File: src/rtl/watch_pkg.sv
// Shared definitions for the watch blocks: BCD digit limits, the button
// repeat FSM encoding and a helper that splits a binary value into BCD digits.
package watch_pkg;

   localparam int DIGIT_W = 4;

   localparam logic [DIGIT_W-1:0] UNITS_MAX         = 4'd9;
   localparam logic [DIGIT_W-1:0] MIN_TENS_MAX      = 4'd5;
   localparam logic [DIGIT_W-1:0] HOUR_TENS_MAX     = 4'd2;
   localparam logic [DIGIT_W-1:0] HOUR_23_UNITS_MAX = 4'd3;

   typedef enum logic [1:0] {
      IDLE,
      HOLD,
      REPEAT
   } repStateT;

   // Returns {tens, units} for a value in 0..99.
   function automatic logic [2*DIGIT_W-1:0] toBcd(input int value);
      toBcd = {4'(value / 10), 4'(value % 10)};
   endfunction

endpackage

File: src/rtl/button_repeater.sv
// One push button: 2-flop synchroniser, rising-edge detect and a hold/repeat
// FSM that turns a held button into a stream of one-cycle inc pulses.
module button_repeater
   import watch_pkg::*;
#(
   parameter int HOLD_CYCLES   = 500,
   parameter int REPEAT_CYCLES = 100
) (
   input  logic uclock,
   input  logic reset,
   input  logic btn,
   input  logic enable,
   output logic inc
);

   localparam int CW = $clog2((HOLD_CYCLES > REPEAT_CYCLES) ? HOLD_CYCLES : REPEAT_CYCLES);

   logic          sync1;
   logic          sync2;
   logic          prevBtn;
   logic          primed;
   logic          armed;
   logic          rise;
   repStateT      state;
   repStateT      stateNext;
   logic [CW-1:0] count;
   logic [CW-1:0] countNext;

   // A button held through reset is only armed once it has been seen low
   // on a post-reset sample, so it needs a fresh press.
   assign rise = sync2 & ~prevBtn & enable & armed;

   always_ff @(posedge uclock or posedge reset) begin
      if (reset) begin
         sync1   <= 1'b0;
         sync2   <= 1'b0;
         prevBtn <= 1'b0;
         primed  <= 1'b0;
         armed   <= 1'b0;
         state   <= IDLE;
         count   <= '0;
      end else begin
         sync1   <= btn;
         sync2   <= sync1;
         prevBtn <= sync2;
         primed  <= 1'b1;
         armed   <= armed | (primed & ~sync1);
         state   <= stateNext;
         count   <= countNext;
      end
   end

   always_comb begin
      stateNext = state;
      countNext = count;
      inc       = 1'b0;
      case (state)
         IDLE: begin
            countNext = '0;
            if (rise) begin
               inc       = 1'b1;
               stateNext = HOLD;
            end
         end
         HOLD: begin
            if (!sync2 || !enable) begin
               stateNext = IDLE;
               countNext = '0;
            end else if (count == CW'(HOLD_CYCLES - 1)) begin
               inc       = 1'b1;
               stateNext = REPEAT;
               countNext = '0;
            end else begin
               countNext = count + 1'b1;
            end
         end
         REPEAT: begin
            if (!sync2 || !enable) begin
               stateNext = IDLE;
               countNext = '0;
            end else if (count == CW'(REPEAT_CYCLES - 1)) begin
               inc       = 1'b1;
               countNext = '0;
            end else begin
               countNext = count + 1'b1;
            end
         end
         default: begin
            stateNext = IDLE;
            countNext = '0;
         end
      endcase
   end

endmodule

File: src/rtl/alarm_setter.sv
// Alarm time register (HH:MM as four BCD digits) edited by hour and minute
// buttons while set mode is on; hours and minutes wrap independently.
module alarm_setter
   import watch_pkg::*;
#(
   parameter int RESET_HOUR    = 6,
   parameter int RESET_MIN     = 0,
   parameter int HOLD_CYCLES   = 500,
   parameter int REPEAT_CYCLES = 100
) (
   input  logic               uclock,
   input  logic               reset,
   input  logic               setMode,
   input  logic               hourBtn,
   input  logic               minBtn,
   output logic [DIGIT_W-1:0] a0,
   output logic [DIGIT_W-1:0] a1,
   output logic [DIGIT_W-1:0] a2,
   output logic [DIGIT_W-1:0] a3,
   output logic               setting
);

   localparam logic [2*DIGIT_W-1:0] RESET_H_BCD = toBcd(RESET_HOUR);
   localparam logic [2*DIGIT_W-1:0] RESET_M_BCD = toBcd(RESET_MIN);

   logic               modeSync1;
   logic               modeSync2;
   logic               hourInc;
   logic               minInc;
   logic [DIGIT_W-1:0] a0Next;
   logic [DIGIT_W-1:0] a1Next;
   logic [DIGIT_W-1:0] a2Next;
   logic [DIGIT_W-1:0] a3Next;

   button_repeater #(
      .HOLD_CYCLES  (HOLD_CYCLES),
      .REPEAT_CYCLES(REPEAT_CYCLES)
   ) uHourBtn (
      .uclock(uclock),
      .reset (reset),
      .btn   (hourBtn),
      .enable(modeSync2),
      .inc   (hourInc)
   );

   button_repeater #(
      .HOLD_CYCLES  (HOLD_CYCLES),
      .REPEAT_CYCLES(REPEAT_CYCLES)
   ) uMinBtn (
      .uclock(uclock),
      .reset (reset),
      .btn   (minBtn),
      .enable(modeSync2),
      .inc   (minInc)
   );

   // Minute and hour fields are updated independently so simultaneous
   // pulses both land in the same cycle.
   always_comb begin
      a0Next = a0;
      a1Next = a1;
      a2Next = a2;
      a3Next = a3;
      if (minInc) begin
         if (a0 == UNITS_MAX) begin
            a0Next = '0;
            a1Next = (a1 == MIN_TENS_MAX) ? '0 : a1 + 4'd1;
         end else begin
            a0Next = a0 + 4'd1;
         end
      end
      if (hourInc) begin
         if (a3 == HOUR_TENS_MAX && a2 == HOUR_23_UNITS_MAX) begin
            a2Next = '0;
            a3Next = '0;
         end else if (a2 == UNITS_MAX) begin
            a2Next = '0;
            a3Next = a3 + 4'd1;
         end else begin
            a2Next = a2 + 4'd1;
         end
      end
   end

   always_ff @(posedge uclock or posedge reset) begin
      if (reset) begin
         modeSync1 <= 1'b0;
         modeSync2 <= 1'b0;
         setting   <= 1'b0;
         a3        <= RESET_H_BCD[2*DIGIT_W-1:DIGIT_W];
         a2        <= RESET_H_BCD[DIGIT_W-1:0];
         a1        <= RESET_M_BCD[2*DIGIT_W-1:DIGIT_W];
         a0        <= RESET_M_BCD[DIGIT_W-1:0];
      end else begin
         modeSync1 <= setMode;
         modeSync2 <= modeSync1;
         setting   <= modeSync2;
         a3        <= a3Next;
         a2        <= a2Next;
         a1        <= a1Next;
         a0        <= a0Next;
      end
   end

endmodule

File: config.mk
export PLATFORM = sky130hd
export DESIGN_NAME = alarm_setter
export DESIGN_NICKNAME = d
export VERILOG_FILES = /design/src/rtl/watch_pkg.sv /design/src/rtl/button_repeater.sv /design/src/rtl/alarm_setter.sv
export SDC_FILE = /design/constraint.sdc
export NUM_CORES = 1
export LEC_CHECK = 0
export BUFFER_PORTS_ARGS = -buffer_cell sky130_fd_sc_hd__clkbuf_2
export CAP_MARGIN = 25
export CORE_MARGIN = 5
export CORE_UTILIZATION = 53
export DETAILED_ROUTE_END_ITERATION = 12
export GPL_TIMING_DRIVEN = 0
export PLACE_DENSITY = 0.75
export SYNTH_ARGS = -nofsm -noshare
export SYNTH_HDL_FRONTEND = slang
export SYNTH_SLANG_ARGS = --single-unit
File: constraint.sdc
create_clock -name uclock -period 2.3 [get_ports uclock]
set_input_delay 0.345 -clock uclock [delete_from_list [all_inputs] [get_ports uclock]]
set_output_delay 0.345 -clock uclock [all_outputs]
set_load 0.02 [all_outputs]
== After elaboration in Yosys (flattened, before gate mapping) ==
Index checks and enable logic that the tools add are counted.
Word-level totals
  register bits: 50
  input bits: 5
  output and inout port bits: 17
Cells by class
  $add $sub $neg: 6
  equality and inequality tests: 19
  multiplexer cells: 38
  bitwise operators: 14
  reduce and logical (&&, ||, !) cells: 13
Operators with widths (number)
  9-bit two-way mux: 8
  9-bit case mux with 2 select lines: 2
  4-bit two-way mux: 6
  9-bit by 1-bit adder with 9-bit output, second input constant: 2
  9-bit by 7-bit equality test with 1-bit output, second input constant: 2
  9-bit equality test, second input constant: 2
  4-bit by 1-bit adder with 4-bit output, second input constant: 4
  2-bit two-way mux: 8
  2-bit case mux with 3 select lines: 2
  1-bit two-way mux: 10
  1-bit bitwise AND: 8
  4-bit by 2-bit equality test with 1-bit output, second input constant: 2
  4-bit equality test, second input constant: 2
  2-bit by 1-bit != test with 1-bit output, second input constant: 4
  3-bit by 1-bit != test with 1-bit output, second input constant: 2
  1-bit case mux with 3 select lines: 2
  3-bit AND reduction: 2
  2-bit by 1-bit equality test with 1-bit output, second input constant: 2
  2-bit equality test, second input constant: 2
  4-bit by 3-bit equality test with 1-bit output, second input constant: 1
  2-bit logical NOT: 2
  1-bit NOT: 4
  2-bit AND reduction: 2
  1-bit logical NOT: 3
  4 further kinds: 6

== Logic depth before layout (Yosys ltp) ==
  word-level depth: 7
  depth in mapped cells: 8
  gate-level depth less buffers: 7

== Cells and area by module ==
Synthesis repeated with hierarchy kept, for this count alone.
Second synthesis, totals
  cells, all modules: 224
  area total of the unflattened synthesis: 2492.4 µm²
By module, submodules not included
  button_repeater: instances 2, cells each 73, area each 804.5 µm², sequential area each 400.4 µm²
  alarm_setter: instances 1, cells each 78, area each 883.3 µm², sequential area each 478.0 µm²

== Worst setup path before layout ==
OpenSTA, ideal clock, no wires.
  kind: reg-to-reg
  start: reg uMinBtn.state[0]
  end: reg a1[1]
  arrival time: 2074 ps
  data required time: 2175 ps
  setup slack: 101 ps
  stages on the path, launching flop included: 8
  path buffers: 0
  clock period less this slack: 2199 ps
  path through: dfrtp_1 > inv_1 > ha_1 > or4b_1 > a2111o_1 > and2_4 > nor2_1 > mux2_2
On the way
  cells in the longest elaborated chain, start to end: 3
RTL lines
  start: declaration: line button_repeater.sv:24  | repStateT state;
  start signal: assignment: line button_repeater.sv:48  | state <= stateNext;
  2-bit equality test (tied with other cells): line button_repeater.sv:57  | case (state)
  1-bit case mux with 3 select lines *: line button_repeater.sv:57
  2-bit AND reduction (no line) *
  end signal: assignment: line alarm_setter.sv:92  | a1 <= RESET_M_BCD[2*DIGIT_W-1:DIGIT_W];
  end signal: assignment: line alarm_setter.sv:100  | a1 <= a1Next;
  end: declaration: line alarm_setter.sv:17  | output logic [DIGIT_W-1:0] a1,
Mark *: on every way between the ends. The rest lies on a longest branch, timed or not.
A chain may end at the register's enable or synchronous reset.

== Worst setup path after layout ==
Same ends and word-level chain as after synthesis.

==> summary.txt <==
Clock network
  • TritonCTS clock tree: built
  • Root buffer cell: clkbuf_8
  • Number of clock sinks: 50
  • Clock latency on the worst-skew pair: 0.30 ns
  • Num CTS Buffers: 5
  • Maximum root-to-sink buffer count: 2
  • Clock-pin slew on the worst setup and hold paths: 0.08 ns
  • H-tree depth: 2

Logic synthesis
  • Syn_nets: 253
  • Leading area contributor after synthesis: dfrtp_1
  • Post-synthesis sequential area ratio: 0.513
  • FF+latch count, synth: 50
  • Mean Syn Cell Area: 10.4 um2
  • Ys async rst share: 1.00
  • Synth Instances: 234
  • Post-synth EDFFs: 0
  • Synth top cells by count: 48 x dfrtp_1, 29 x nor2_1, 17 x nand3_1
  • Yosys cell types: 47
  • Most used flip-flop cell after synthesis: dfrtp_1
  • Synth Cell Area: 2440 um2
  • Area share of the largest cell type after synthesis: 0.492
  • Ranking of synthesized cells by area: dfrtp_1 49%, ha_1 7.2%, nor2_1 4.5%
  • Synth warn: 0
  • Most frequent cell after synthesis: dfrtp_1

Power
  • Net Sw Power: 872 uW
  • Pleak: 0.00125 uW
  • Peak VDD IR: 640 uV
  • Switching Share: 0.360
  • Clock Power Share: 0.195
  • Sequential power share: 0.483
  • Int Pwr: 1550 uW
  • Combinational share of power: 0.322
  • PD cells: 874 nW/um2

Die
  • Die height: 77.9 um
  • I/O Pins: 22
  • Rows: 24
  • CORE AREA: 4410 um2
  • Starting Density: 0.553
  • Die area: 6070 um2
  • Die Wd: 77.9 um

Detailed routing
  • Via/cell ratio: 5.31
  • Post-DRT Antenna Nets: 0
  • WL final: 4280 um
  • Wire per inst: 13.4 um
  • Routed vias: 1694
  • Residual DRC: 0
  • Iteration-0 DRC count of the detailed router: 53
  • Pre-antenna DRT Iters: 6

STA
  • Setup TNS: 0 ns
  • Tmin final: 2.23 ns
  • Final setup fails: 0
  • Max Clock Skew: 0.00237 ns
  • Fin crit share: 0.971
  • Max Freq: 448 MHz
  • Final Slew Violations: 0
  • RSZ-0062 raised after global routing: false
  • Final-report hold violation count: 0
  • Fin Hold WS: 0.149 ns

GRT
  • Pin count of the biggest net entering global routing: 46
  • GRT Util Overall: 0.149
  • Antenna violations before repair: 0
  • Total gr overflow: 0
  • First-pass GRT wire length: 7360 um
  • Vias in the first global route: 1666

Status
  • Status: completed

Worst setup path
  • Worst-path maximum fanout: 2
  • Setup CP Type: reg2reg
  • CP required: 2.49 ns
  • CP arrival: 2.42 ns
  • Critical Path Source Type: flip-flop
  • CP endpoint kind: flip-flop

Placement
  • IO buf count: 21
  • Routability Congestion: 0.799
  • Area of placed instances: 2630 um2
  • HPWL after DPL: 2910 um

Final layout
  • Final #Nets: 286
  • Area Overhead vs Synth: 13.6%
  • Final Util: 0.629
  • Share of cells above drive strength 1: 0.180
  • # diodes: 0
  • Design area: 2780 um2

Job
  • Max-Cap Viols: 0

Worst hold path
  • Worst hold path type: in2reg
timing repair:
item | 4_1_cts | 5_1_grt
setup buffers | 3 | 0
pin swaps | 2 | 4
hold buffers | 1 | 0
gates resized for setup | 3 | 5
setup endpoints to repair | 3 | 5
hold endpoints to repair | 5 | 0
critical path, cell delays in order (launching register included):
cell and delay, ns:
dfrtp_1 0.41, inv_2 0.09, ha_4 0.13, or4b_4 0.44
a2111o_1 0.45, and2_4 0.18, nor2_2 0.11, mux2_4 0.31
metal layers:
| metal | routed length, um | global-route usage | up-vias |
|---|---|---|---|
| met4 | 46 | 0.0361 | 0 |
| met5 | 0 | 0 | - |
| met3 | 154 | 0.0544 | 4 |
| li1 | - | - | 871 |
| met1 | 2040 | 0.185 | 794 |
| met2 | 2040 | 0.248 | 25 |
power by group through the flow:
stage	combinational (uW)	clock [uW]	sequential (uW)
2_1_floorplan	434	0	1250
3_3_place_gp	696	0	1180
3_5_place_dp	726	0	1180
4_1_cts	764	484	1170
5_1_grt	872	528	1190
6_report	782	473	1170
metrics by stage:
step	instances	power [uW]	setup WS [ns]
2_1_floorplan	234	1690	0.101
3_3_place_gp	307	1870	-0.0137
3_5_place_dp	308	1910	-0.0826
4_1_cts	319	2420	0.000599
5_1_grt	319	2590	0.00466
6_report	319	2430	0.0668
state kept, by name, indices dropped and copies added, names as in the netlist, 2 cells and up:
register and cells:
a2 4, uHourBtn.state 2, uMinBtn.count 9, a3 4, uHourBtn.count 9, a0 4, a1 4, uMinBtn.state 2
path summary, 6_finish.rpt:
path,start,endpoint,slack (ns),cells after the start
worst max-delay path,uMinBtn.state[0]$_DFFE_PP0P_,a1[1]$_DFFE_PP0P_,0.07,7
max in group asynchronous,reset,a2[1]$_DFFE_PP1P_,1.33,4
worst max register to register,uMinBtn.state[0]$_DFFE_PP0P_,a1[1]$_DFFE_PP0P_,0.07,7
worst min-delay path,setMode,modeSync1$_DFF_PP0_,0.15,1
worst min register to register,modeSync1$_DFF_PP0_,modeSync2$_DFF_PP0_,0.37,0
min in group asynchronous,reset,a3[3]$_DFFE_PP0P_,0.46,3
cell type report:
class	count	area [um2]
repair buffers	26	158
flip-flops and latches	50	1250
plain buffers	4	22.5
fillers	361	1640
clock buffers	7	76.3
multi-input cells	165	1140
inverters	15	56.3
well taps	52	65.1
cells by family after synthesis:
family          Yosys count  share of synthesized area
xor+xnor                 20                     0.0717
buf+inv                  19                     0.0323
fa+ha+maj                14                     0.0717
flops                    50                      0.513
mux                       4                     0.0179
compound gates           34                     0.0958
other cells               1                    0.00154
simple gates             92                      0.196
cell usage in the layout (no fill, tap or decap), drive strengths merged, types with 6 or more instances in the layout:
cell	n
dfrtp	48
clkbuf	31
nor2	29
nand3	17
inv	15
ha	14
xnor2	11
nand2	10
xor2	9
o21ai	9
o31ai	6
a21oi	6
nor3	6
No activity file was read; power rests on OpenSTA's default activity.
